[config.mk]
export PLATFORM = sky130hd
export DESIGN_NAME = ray_pixel_scheduler
export DESIGN_NICKNAME = d
export VERILOG_FILES = /design/src/rtl/ray_pixel_scheduler_pkg.sv /design/src/rtl/ray_pixel_scheduler_fifo.sv /design/src/rtl/ray_pixel_scheduler.sv
export SDC_FILE = /design/constraint.sdc
export NUM_CORES = 1
export LEC_CHECK = 0
export ABC_AREA = 1
export CORE_MARGIN = 8
export CORE_UTILIZATION = 50
export CTS_BUF_LIST = sky130_fd_sc_hd__clkbuf_2 sky130_fd_sc_hd__clkbuf_4 sky130_fd_sc_hd__clkbuf_8
export DETAILED_ROUTE_END_ITERATION = 10
export PLACE_DENSITY = 0.77
export SYNTH_ARGS = -nofsm -noshare
export SYNTH_HDL_FRONTEND = slang
export SYNTH_SLANG_ARGS = --single-unit
[constraint.sdc]
create_clock -name out_stream_aclk -period 3.35 [get_ports out_stream_aclk]
set_input_delay 1.005 -clock out_stream_aclk [delete_from_list [all_inputs] [get_ports out_stream_aclk]]
set_output_delay 1.005 -clock out_stream_aclk [all_outputs]
set_load 0.02 [all_outputs]
[src/rtl/ray_pixel_scheduler_pkg.sv]
// Shared screen geometry, colour width and scheduler state encodings.
package ray_pixel_scheduler_pkg;

   localparam int unsigned SCREEN_WIDTH  = 640;
   localparam int unsigned SCREEN_HEIGHT = 480;
   localparam int unsigned COLOR_WIDTH   = 8;

   // Coordinate port widths sized for the default 640x480 raster.
   localparam int unsigned X_W = 10;
   localparam int unsigned Y_W = 9;

   typedef logic [1:0] sched_state_t;

   localparam logic [1:0] ST_IDLE  = 2'd0;
   localparam logic [1:0] ST_ISSUE = 2'd1;
   localparam logic [1:0] ST_DRAIN = 2'd2;

endpackage

[src/rtl/ray_pixel_scheduler_fifo.sv]
// Synchronous result FIFO with a registered head word.
module pix_fifo #(
   parameter int unsigned DEPTH = 16,
   parameter int unsigned WIDTH = 24
) (
   input  logic             clk,
   input  logic             rst_n,
   input  logic             push,
   input  logic [WIDTH-1:0] din,
   input  logic             pop,
   output logic [WIDTH-1:0] head,
   output logic             full,
   output logic             empty
);

   localparam int unsigned AW = $clog2(DEPTH);
   localparam int unsigned CW = $clog2(DEPTH + 1);

   logic [WIDTH-1:0] mem_q [DEPTH];
   logic [AW-1:0]    wr_ptr_q;
   logic [AW-1:0]    rd_ptr_q;
   logic [AW-1:0]    rd_ptr_nxt_c;
   logic [CW-1:0]    count_q;
   logic [CW-1:0]    remain_c;
   logic [WIDTH-1:0] head_q;
   logic             wr_en_c;
   logic             rd_en_c;

   // A write into a full FIFO is only accepted if the head leaves the same cycle.
   assign rd_en_c      = pop & (count_q != '0);
   assign wr_en_c      = push & ((count_q != CW'(DEPTH)) | rd_en_c);
   assign rd_ptr_nxt_c = rd_ptr_q + AW'(rd_en_c);
   assign remain_c     = count_q - CW'(rd_en_c);

   assign head  = head_q;
   assign full  = (count_q == CW'(DEPTH));
   assign empty = (count_q == '0);

   // Storage array write port.
   always_ff @(posedge clk) begin
      if (wr_en_c) mem_q[wr_ptr_q] <= din;
   end

   // Pointers, occupancy and the registered head word.
   always_ff @(posedge clk or negedge rst_n) begin
      if (!rst_n) begin
         wr_ptr_q <= '0;
         rd_ptr_q <= '0;
         count_q  <= '0;
         head_q   <= '0;
      end else begin
         if (wr_en_c) wr_ptr_q <= wr_ptr_q + AW'(1);
         rd_ptr_q <= rd_ptr_nxt_c;
         count_q  <= remain_c + CW'(wr_en_c);
         // Head follows the next stored entry, or the incoming word when nothing else is left.
         if ((rd_en_c || (count_q == '0)) && ((remain_c != '0) || wr_en_c))
            head_q <= (remain_c == '0) ? din : mem_q[rd_ptr_nxt_c];
      end
   end

endmodule

[src/rtl/ray_pixel_scheduler.sv]
// Frame sequencer: issues raster coordinates under credit control and streams results to the packer.
module ray_pixel_scheduler
   import ray_pixel_scheduler_pkg::*;
#(
   parameter int unsigned SCREEN_W   = SCREEN_WIDTH,
   parameter int unsigned SCREEN_H   = SCREEN_HEIGHT,
   parameter int unsigned FIFO_DEPTH = 16,
   parameter int unsigned COLOR_W    = COLOR_WIDTH
) (
   input  logic                 out_stream_aclk,
   input  logic                 periph_resetn,
   input  logic                 enable,
   output logic [X_W-1:0]       issue_x,
   output logic [Y_W-1:0]       issue_y,
   output logic                 issue_valid,
   input  logic                 issue_ready,
   input  logic                 res_valid,
   input  logic [3*COLOR_W-1:0] res_color,
   output logic [COLOR_W-1:0]   pix_r,
   output logic [COLOR_W-1:0]   pix_g,
   output logic [COLOR_W-1:0]   pix_b,
   output logic                 pix_valid,
   input  logic                 pix_ready,
   output logic                 pix_sof,
   output logic                 pix_eol,
   output logic                 busy,
   output logic                 frame_done,
   output logic                 overflow_err
);

   localparam int unsigned CRW = $clog2(FIFO_DEPTH + 1);
   localparam int unsigned PW  = 3 * COLOR_W;

   sched_state_t     state_q;
   sched_state_t     state_nxt;
   logic [CRW-1:0]   credits_q;
   logic [X_W-1:0]   ix_q;
   logic [Y_W-1:0]   iy_q;
   logic [X_W-1:0]   ox_q;
   logic [Y_W-1:0]   oy_q;
   logic             frame_done_q;
   logic             frame_done_nxt;
   logic             overflow_q;
   logic [PW-1:0]    fifo_head;
   logic             fifo_full;
   logic             fifo_empty;
   logic             issue_hs_c;
   logic             pop_c;
   logic             issue_last_c;
   logic             out_last_c;
   logic             ox_wrap_c;
   logic             oy_wrap_c;
   logic             ix_wrap_c;
   logic             iy_wrap_c;

   assign issue_valid = (state_q == ST_ISSUE) && (credits_q != '0);
   assign issue_hs_c  = issue_valid & issue_ready;
   assign pop_c       = pix_valid & pix_ready;

   assign ix_wrap_c    = (ix_q == X_W'(SCREEN_W - 1));
   assign iy_wrap_c    = (iy_q == Y_W'(SCREEN_H - 1));
   assign ox_wrap_c    = (ox_q == X_W'(SCREEN_W - 1));
   assign oy_wrap_c    = (oy_q == Y_W'(SCREEN_H - 1));
   assign issue_last_c = issue_hs_c & ix_wrap_c & iy_wrap_c;
   assign out_last_c   = pop_c & ox_wrap_c & oy_wrap_c;

   assign issue_x      = ix_q;
   assign issue_y      = iy_q;
   assign pix_valid    = ~fifo_empty;
   assign pix_r        = fifo_head[PW-1 -: COLOR_W];
   assign pix_g        = fifo_head[2*COLOR_W-1 -: COLOR_W];
   assign pix_b        = fifo_head[COLOR_W-1:0];
   assign pix_sof      = pix_valid & (ox_q == '0) & (oy_q == '0);
   assign pix_eol      = pix_valid & ox_wrap_c;
   assign busy         = (state_q != ST_IDLE);
   assign frame_done   = frame_done_q;
   assign overflow_err = overflow_q;

   pix_fifo #(
      .DEPTH (FIFO_DEPTH),
      .WIDTH (PW)
   ) u_fifo (
      .clk   (out_stream_aclk),
      .rst_n (periph_resetn),
      .push  (res_valid),
      .din   (res_color),
      .pop   (pop_c),
      .head  (fifo_head),
      .full  (fifo_full),
      .empty (fifo_empty)
   );

   // State register and registered frame-done pulse.
   always_ff @(posedge out_stream_aclk or negedge periph_resetn) begin
      if (!periph_resetn) begin
         state_q      <= ST_IDLE;
         frame_done_q <= 1'b0;
      end else begin
         state_q      <= state_nxt;
         frame_done_q <= frame_done_nxt;
      end
   end

   // Next-state logic; enable is only consulted at frame boundaries.
   always_comb begin
      state_nxt      = state_q;
      frame_done_nxt = 1'b0;
      case (state_q)
         ST_IDLE:  if (enable) state_nxt = ST_ISSUE;
         ST_ISSUE: if (issue_last_c) state_nxt = ST_DRAIN;
         ST_DRAIN: begin
            if (out_last_c) begin
               frame_done_nxt = 1'b1;
               state_nxt      = enable ? ST_ISSUE : ST_IDLE;
            end
         end
         default:  state_nxt = ST_IDLE;
      endcase
   end

   // Credits track free result slots: returned on pop, consumed on issue.
   always_ff @(posedge out_stream_aclk or negedge periph_resetn) begin
      if (!periph_resetn)
         credits_q <= CRW'(FIFO_DEPTH);
      else if (pop_c && !issue_hs_c && (credits_q != CRW'(FIFO_DEPTH)))
         credits_q <= credits_q + CRW'(1);
      else if (issue_hs_c && !pop_c && (credits_q != '0))
         credits_q <= credits_q - CRW'(1);
   end

   // Issue-side raster counter.
   always_ff @(posedge out_stream_aclk or negedge periph_resetn) begin
      if (!periph_resetn) begin
         ix_q <= '0;
         iy_q <= '0;
      end else if (issue_hs_c) begin
         if (ix_wrap_c) begin
            ix_q <= '0;
            iy_q <= iy_wrap_c ? '0 : iy_q + Y_W'(1);
         end else begin
            ix_q <= ix_q + X_W'(1);
         end
      end
   end

   // Output-side raster counter driving SOF/EOL.
   always_ff @(posedge out_stream_aclk or negedge periph_resetn) begin
      if (!periph_resetn) begin
         ox_q <= '0;
         oy_q <= '0;
      end else if (pop_c) begin
         if (ox_wrap_c) begin
            ox_q <= '0;
            oy_q <= oy_wrap_c ? '0 : oy_q + Y_W'(1);
         end else begin
            ox_q <= ox_q + X_W'(1);
         end
      end
   end

   // Sticky flag for a result that found no room in the FIFO.
   always_ff @(posedge out_stream_aclk or negedge periph_resetn) begin
      if (!periph_resetn)
         overflow_q <= 1'b0;
      else if (res_valid && fifo_full && !pop_c)
         overflow_q <= 1'b1;
   end

endmodule

## Yosys cells after proc, flatten, opt, wreduce, memory -nomap -nowiden

Memory sizes are Yosys's and may differ from the RTL's.
Index checks and enable logic that the tools add are counted.

| word-level totals | value |
|---|---|
| bits in registers | 84 |
| bits in writable memories | 384 |
| bits of input ports | 30 |
| output and inout bits | 50 |
| word-level logic and storage cells | 89 |
| memories kept | 1 |

Memories:

| memory | words | width | rd ports | clocked after memory_dff | wr ports | line | source |
|---|---|---|---|---|---|---|---|
| u_fifo.mem_q | 16 | 24 | 1 | 0 | 1 | ray_pixel_scheduler_fifo.sv:19 | `logic [WIDTH-1:0] mem_q [DEPTH];` |

| operators by class | value |
|---|---|
| add/sub/neg operators | 10 |
| equality and inequality tests | 12 |
| multiplexer cells | 16 |
| bitwise logic cells | 13 |
| reduce and logical (&&, ||, !) cells | 25 |

Operators by type and width:

| cell | count |
|---|---|
| $mux W24 | 1 |
| $add A10 B1 Y10 const B | 2 |
| $eq A10 B10 Y1 const B | 2 |
| $mux W10 | 2 |
| $add A9 B1 Y9 const B | 2 |
| $eq A9 B9 Y1 const B | 2 |
| $mux W9 | 2 |
| $reduce_bool A5 Y1 | 3 |
| $and A1 B1 Y1 | 11 |
| $logic_not A10 Y1 | 1 |
| $logic_not A5 Y1 | 2 |
| $mux W5 | 2 |
| $ne A5 B5 Y1 const B | 2 |
| $logic_not A9 Y1 | 1 |
| $logic_and A1 B1 Y1 | 8 |
| $mux W2 | 3 |
| $ne A2 B2 Y1 const B | 3 |
| $pmux W2 S3 | 1 |
| $add A5 B1 Y5 | 1 |
| $add A5 B1 Y5 const B | 1 |
| $eq A5 B5 Y1 const B | 1 |
| $mux W1 | 5 |
| $sub A5 B1 Y5 | 1 |
| $sub A5 B1 Y5 const B | 1 |
| 12 further kinds | 16 |

## Longest topological paths before layout

| depth | value |
|---|---|
| depth after elaboration | 8 |
| depth in mapped cells | 17 |

## Cells and area by module

Synthesis repeated with hierarchy kept, for this count alone.

| unflattened totals | value |
|---|---|
| cell total of the unflattened synthesis | 2019 |
| area total of the unflattened synthesis | 20517.2 sq um |

Modules (own cells, without submodules):

| module | instances | cells an instance | area each (sq um) | seq. area each (sq um) |
|---|---|---|---|---|
| pix_fifo | 1 | 1661 | 17664.4 | 12456.9 |
| ray_pixel_scheduler | 1 | 358 | 2852.7 | 1177.4 |

## Worst setup path after synthesis

Ideal clock, no wire load.

| path | value |
|---|---|
| kind | input -> register |
| start | input port pix_ready |
| end | memory u_fifo.mem_q[7][0] (enable) |
| setup time | 0.435 ns |
| data arrival time | 2.927 ns |
| data required time | 2.915 ns |
| setup slack | -0.012 ns |
| stages on the path | 4 |
| path through | inv_1 -> nand4_1 -> nand2_2 -> nor3_1 |

| between the ends | value |
|---|---|
| longest elaborated chain between the ends | 6 |

Ends and longest elaborated chain:

| element | line | source |
|---|---|---|
| start, declared | ray_pixel_scheduler.sv:23 | `input logic pix_ready,` |
| $and A1 B1 Y1 | ray_pixel_scheduler.sv:58 | `assign pop_c = pix_valid & pix_ready;` |
| $and A1 B1 Y1 | ray_pixel_scheduler_fifo.sv:30 | `assign rd_en_c = pop & (count_q != '0);` |
| $or A1 B1 Y1 | ray_pixel_scheduler_fifo.sv:31 | `assign wr_en_c = push & ((count_q != CW'(DEPTH)) \| rd_en_c);` |
| $and A1 B1 Y1 | ray_pixel_scheduler_fifo.sv:31 |  |
| $mux W1 | ray_pixel_scheduler_fifo.sv:41 | `if (wr_en_c) mem_q[wr_ptr_q] <= din;` |
| $mux W1 (not written as such) | ray_pixel_scheduler_fifo.sv:41 |  |
| end, declared | ray_pixel_scheduler_fifo.sv:19 |  |

No other way between the ends.

## Worst setup path after layout

| path | value |
|---|---|
| start | register ox_q[0] |
| end | output port pix_eol |

| between the ends | value |
|---|---|
| longest elaborated chain between the ends | 2 |

Ends and longest elaborated chain:

| element | line | source |
|---|---|---|
| start, declared | ray_pixel_scheduler.sv:39 | `logic [X_W-1:0] ox_q;` |
| start signal, assigned | ray_pixel_scheduler.sv:156 | `ox_q <= ox_q + X_W'(1);` |
| $eq A10 B10 Y1 | ray_pixel_scheduler.sv:62 | `assign ox_wrap_c = (ox_q == X_W'(SCREEN_W - 1));` |
| $and A1 B1 Y1 | ray_pixel_scheduler.sv:74 | `assign pix_eol = pix_valid & ox_wrap_c;` |
| end, declared | ray_pixel_scheduler.sv:25 | `output logic pix_eol,` |

No other way between the ends.

==> impl_metrics.prom <==
# TYPE chip_impl_metric gauge
chip_impl_info{name="synth_largest_area_cell",value="sky130_fd_sc_hd__edfxtp_1"} 1
chip_impl_metric{name="p_total",unit="mW"} 21.2
chip_impl_info{name="status",value="complete, no violations"} 1
chip_impl_metric{name="vdd_drop_max",unit="mV"} 0.764
chip_impl_metric{name="largest_net_degree_at_the_start_of_global_routing",unit=""} 64
chip_impl_metric{name="dp_cells",unit=""} 2592
chip_impl_metric{name="yosys-mux-area-fraction",unit="%"} 0
chip_impl_metric{name="timing.final.max_slew_violations",unit=""} 0
chip_impl_metric{name="peak_freq",unit="MHz"} 309
chip_impl_metric{name="setup_viol",unit=""} 0
chip_impl_metric{name="die_h",unit="µm"} 218
chip_impl_metric{name="max_cap_viol_count",unit=""} 0
chip_impl_metric{name="number_of_antenna_violations_at_the_first_check_in_global_routing",unit=""} 1
chip_impl_metric{name="syn-mean-instance-area",unit="µm²"} 10.1
chip_impl_info{name="timing.critical_path.to_type",value="output port"} 1
chip_impl_metric{name="total_track_usage",unit="%"} 21.4
chip_impl_metric{name="area.growth.synth_to_final",unit="%"} 17.7
chip_impl_metric{name="detailedRoute.firstIterationViolations",unit=""} 1891
chip_impl_metric{name="num-nets-final",unit=""} 2187
chip_impl_info{name="synth_commonest_cells",value="780 x sky130_fd_sc_hd__nand2_1, 384 x sky130_fd_sc_hd__edfxtp_1, 230 x sky130_fd_sc_hd__nand3_1, 148 x sky130_fd_sc_hd__nor2_1, 121 x sky130_fd_sc_hd__inv_1"} 1
chip_impl_metric{name="synth-simple-area-share",unit="%"} 24.4
chip_impl_metric{name="clkSlewWorstSetupHoldPaths",unit="ns"} 0.06
chip_impl_metric{name="design.core.area",unit="mm²"} 0.0405
chip_impl_info{name="cell_types_with_the_largest_area_share_after_synthesis",value="sky130_fd_sc_hd__edfxtp_1 57%, sky130_fd_sc_hd__nand2_1 14%, sky130_fd_sc_hd__dfrtp_1 10%"} 1
chip_impl_metric{name="cts-root-to-sink-buffers",unit=""} 3
chip_impl_metric{name="routed_wire_length_per_instance",unit="µm"} 18.6
chip_impl_metric{name="post_synth_num_cell_types",unit=""} 36
chip_impl_metric{name="placed_cell_area",unit="mm²"} 0.0224
chip_impl_metric{name="buffer_ports.inserted",unit=""} 79
chip_impl_metric{name="grt_pass1_vias",unit=""} 14700
chip_impl_info{name="rsz0062_at_grt",value="no"} 1
chip_impl_metric{name="cts.htree.levels",unit=""} 3
chip_impl_metric{name="final_design_area_no_fill",unit="mm²"} 0.0239
chip_impl_metric{name="place_hpwl",unit="µm"} 30100
chip_impl_metric{name="timing.critical_path.required",unit="ns"} 2.34
chip_impl_metric{name="die-area",unit="mm²"} 0.0473
chip_impl_metric{name="avgViaCountPerCell",unit=""} 5.49
chip_impl_metric{name="synth-compound-area-share",unit="%"} 1.88
chip_impl_metric{name="diodes",unit=""} 0
chip_impl_metric{name="drive_above_1_share",unit="%"} 10.3
chip_impl_metric{name="grt_first_pass_wirelength",unit="µm"} 79800
chip_impl_info{name="synthMostInstantiatedCell",value="sky130_fd_sc_hd__nand2_1"} 1
chip_impl_metric{name="synth_largest_type_area_fraction",unit="%"} 56.8
chip_impl_info{name="timing.hold.worst.class",value="in2async"} 1
chip_impl_info{name="tritoncts_clock_tree",value="yes"} 1
chip_impl_metric{name="critPathArrivalTime",unit="ns"} 2.23
chip_impl_metric{name="post_cts_hold_buffer_count",unit=""} 0
chip_impl_metric{name="crit_fanout",unit=""} 4
chip_impl_info{name="timing_worst_setup_path_type",value="reg2out"} 1
chip_impl_metric{name="post_cts_buffers",unit=""} 0
chip_impl_metric{name="post_synth_inst_count",unit=""} 2004
chip_impl_metric{name="slew_headroom",unit="%"} 53.8
chip_impl_metric{name="synth.net_count",unit=""} 2054
chip_impl_info{name="dominant_combinational_cell_family_by_area_after_synthesis",value="simple AND/OR/NAND/NOR gates"} 1
chip_impl_metric{name="synth_seq_cells",unit=""} 468
chip_impl_metric{name="cts.sinks",unit=""} 468
chip_impl_metric{name="number_of_buffers_created_by_cts",unit=""} 75
chip_impl_metric{name="synth-seq-area-share",unit="%"} 67.1
chip_impl_metric{name="boundaryPins",unit=""} 80
chip_impl_metric{name="final_hold_vios",unit=""} 0
chip_impl_metric{name="fp-row-count",unit=""} 74
chip_impl_metric{name="period_minus_ws_final",unit="ns"} 3.24
chip_impl_metric{name="floorplan.initialDensity",unit="%"} 50.2
chip_impl_metric{name="wirelength",unit="µm"} 50700
chip_impl_metric{name="post_synth_xor_area_fraction",unit="%"} 0.899
chip_impl_metric{name="synth_enable_flop_cells",unit=""} 384
chip_impl_info{name="dominantRegCellSynth",value="sky130_fd_sc_hd__edfxtp_1"} 1
chip_impl_metric{name="clk-insertion-delay-late",unit="ns"} 0.63
chip_impl_metric{name="power_density",unit="mW/mm²"} 886
chip_impl_metric{name="post-route-period-util",unit="%"} 96.6
chip_impl_metric{name="post_synth_fa_ha_maj_area_fraction",unit="%"} 1.27
chip_impl_info{name="critPathLaunchType",value="flop"} 1
chip_impl_metric{name="vias",unit=""} 15000
chip_impl_metric{name="antenna_left",unit=""} 0
chip_impl_metric{name="ys_async_sr_fraction",unit="%"} 17.9
chip_impl_metric{name="leakage",unit="nW"} 9.89
chip_impl_metric{name="place_congestion",unit=""} 0.866
chip_impl_info{name="root_buffer",value="sky130_fd_sc_hd__clkbuf_8"} 1
chip_impl_metric{name="netlist_area",unit="mm²"} 0.0203
chip_impl_metric{name="drt-pass1-iter-count",unit=""} 7
chip_impl_metric{name="route.detailed.drc",unit=""} 0
chip_impl_metric{name="timing.clock.skew",unit="ns"} 0.0285
chip_impl_metric{name="fin_cells",unit=""} 2726
chip_impl_metric{name="grt_overflow_total",unit=""} 0
chip_impl_metric{name="worst-slew-pin-transition",unit="ns"} 0.690
chip_impl_metric{name="die-width",unit="µm"} 218
chip_impl_metric{name="synth-warning-count",unit=""} 0
routing by layer:
| metal | wire length [µm] | vias to the layer above | GRT usage [%] |
|---|---|---|---|
| li1 | - | 6929 | - |
| met1 | 20400 | 7189 | 28.3 |
| met2 | 23900 | 727 | 34.2 |
| met3 | 4920 | 115 | 4.72 |
| met4 | 1410 | 0 | 8.14 |
| met5 | 0 | - | 0 |
kinds of logic after synthesis:
logic type,count (synthesis)
DFF,468
buffers and inverters,212
and+or+nand+nor,1210
AOI/OAI and AO/OA,74
xor gates and xnor gates,20
adders and majority gates,20
worst max-delay path, cell delays in order (launching register included):
cell and delay (ns):
sky130_fd_sc_hd__dfrtp_1 0.40, sky130_fd_sc_hd__ha_1 0.20, sky130_fd_sc_hd__nand2_1 0.12, sky130_fd_sc_hd__nor3_2 0.26
sky130_fd_sc_hd__nand3_1 0.18, sky130_fd_sc_hd__a31oi_1 0.24, sky130_fd_sc_hd__clkbuf_2 0.22
power breakdown:
group	total [mW]	internal, mW	switching, mW
logic	8.82	3.10	5.72
clock network	4.79	2.62	2.17
registers	7.57	7.12	0.445
total	21.2	12.8	8.34
registers in the layout (all words and copies together) (netlist names), 2 cells and up:
signal	count
credits_q	5
issue_x	10
issue_y	9
ox_q	10
oy_q	9
state_q	2
u_fifo.count_q	5
u_fifo.head	24
u_fifo.mem_q	384
u_fifo.rd_ptr_q	4
u_fifo.wr_ptr_q	4
timing repair:
action	in CTS	in global routing
setup endpoints to repair	2	1
pin swaps	0	0
gates resized for setup	3	3
cloned	0	0
layout by cell type (no fill, tap or decap), types with 3 or more instances in the layout:
| cell type | instances |
|---|---|
| sky130_fd_sc_hd__nor3_1 | 13 |
| sky130_fd_sc_hd__nor4_1 | 3 |
| sky130_fd_sc_hd__nor2_2 | 4 |
| sky130_fd_sc_hd__nor2_4 | 15 |
| sky130_fd_sc_hd__clkbuf_4 | 35 |
| sky130_fd_sc_hd__ha_1 | 17 |
| sky130_fd_sc_hd__nand2_2 | 3 |
| sky130_fd_sc_hd__clkinv_1 | 14 |
| sky130_fd_sc_hd__edfxtp_1 | 384 |
| sky130_fd_sc_hd__clkbuf_8 | 81 |
| sky130_fd_sc_hd__nand4_1 | 19 |
| sky130_fd_sc_hd__nand2_1 | 779 |
| sky130_fd_sc_hd__nor2_1 | 134 |
| sky130_fd_sc_hd__a21oi_1 | 15 |
| sky130_fd_sc_hd__buf_4 | 27 |
| sky130_fd_sc_hd__o21ai_0 | 46 |
| sky130_fd_sc_hd__xor2_1 | 13 |
| sky130_fd_sc_hd__inv_1 | 120 |
| sky130_fd_sc_hd__clkdlybuf4s50_1 | 76 |
| sky130_fd_sc_hd__dfrtp_1 | 83 |
| sky130_fd_sc_hd__nor3_2 | 3 |
| sky130_fd_sc_hd__nand3_1 | 230 |
| sky130_fd_sc_hd__buf_12 | 38 |
| sky130_fd_sc_hd__o21ai_1 | 7 |
| sky130_fd_sc_hd__inv_2 | 3 |
| sky130_fd_sc_hd__xnor2_1 | 5 |
area by class of cell:
class / instances / area [µm²]
repair buffers: 143 / 1740
clock buffers: 116 / 1380
well taps: 532 / 666
fillers: 3111 / 16500
inverters: 125 / 472
flip-flops and latches: 468 / 13600
multi-input cells: 1324 / 5940
clock inverters: 18 / 92.6
per-stage QoR:
stage	setup TNS (ns)	setup slack (ns)	hold WS (ns)	util, %
final	0	0.113	0.419	59.1
after detailed placement	0	0.0403	0.490	55.5
after global placement	0	0.146	0.472	55.5
after floorplan	-0.569	-0.0119	0.463	-
after CTS	-0.0925	-0.0925	0.407	59.1
after global routing	0	0.0217	0.448	59.1
final timing paths:
kind                                           startpoint                           to  slack [ns]  depth (start not counted)
max in group asynchronous                   periph_resetn     credits_q[4]$_DFFE_PN1P_        2.27                          2
setup reg to reg              u_fifo.count_q[3]$_DFF_PN0_  u_fifo.head[21]$_DFFE_PN0P_        0.68                         15
setup / recovery                      ox_q[0]$_DFFE_PN0P_                      pix_eol        0.11                          6
hold reg to reg                  overflow_err$_DFFE_PN0P_     overflow_err$_DFFE_PN0P_        0.51                          1
min in group out_stream_aclk     overflow_err$_DFFE_PN0P_     overflow_err$_DFFE_PN0P_        0.51                          1
hold / removal                              periph_resetn       issue_y[2]$_DFFE_PN0P_        0.42                          1
(Power assumes the default switching activity.)
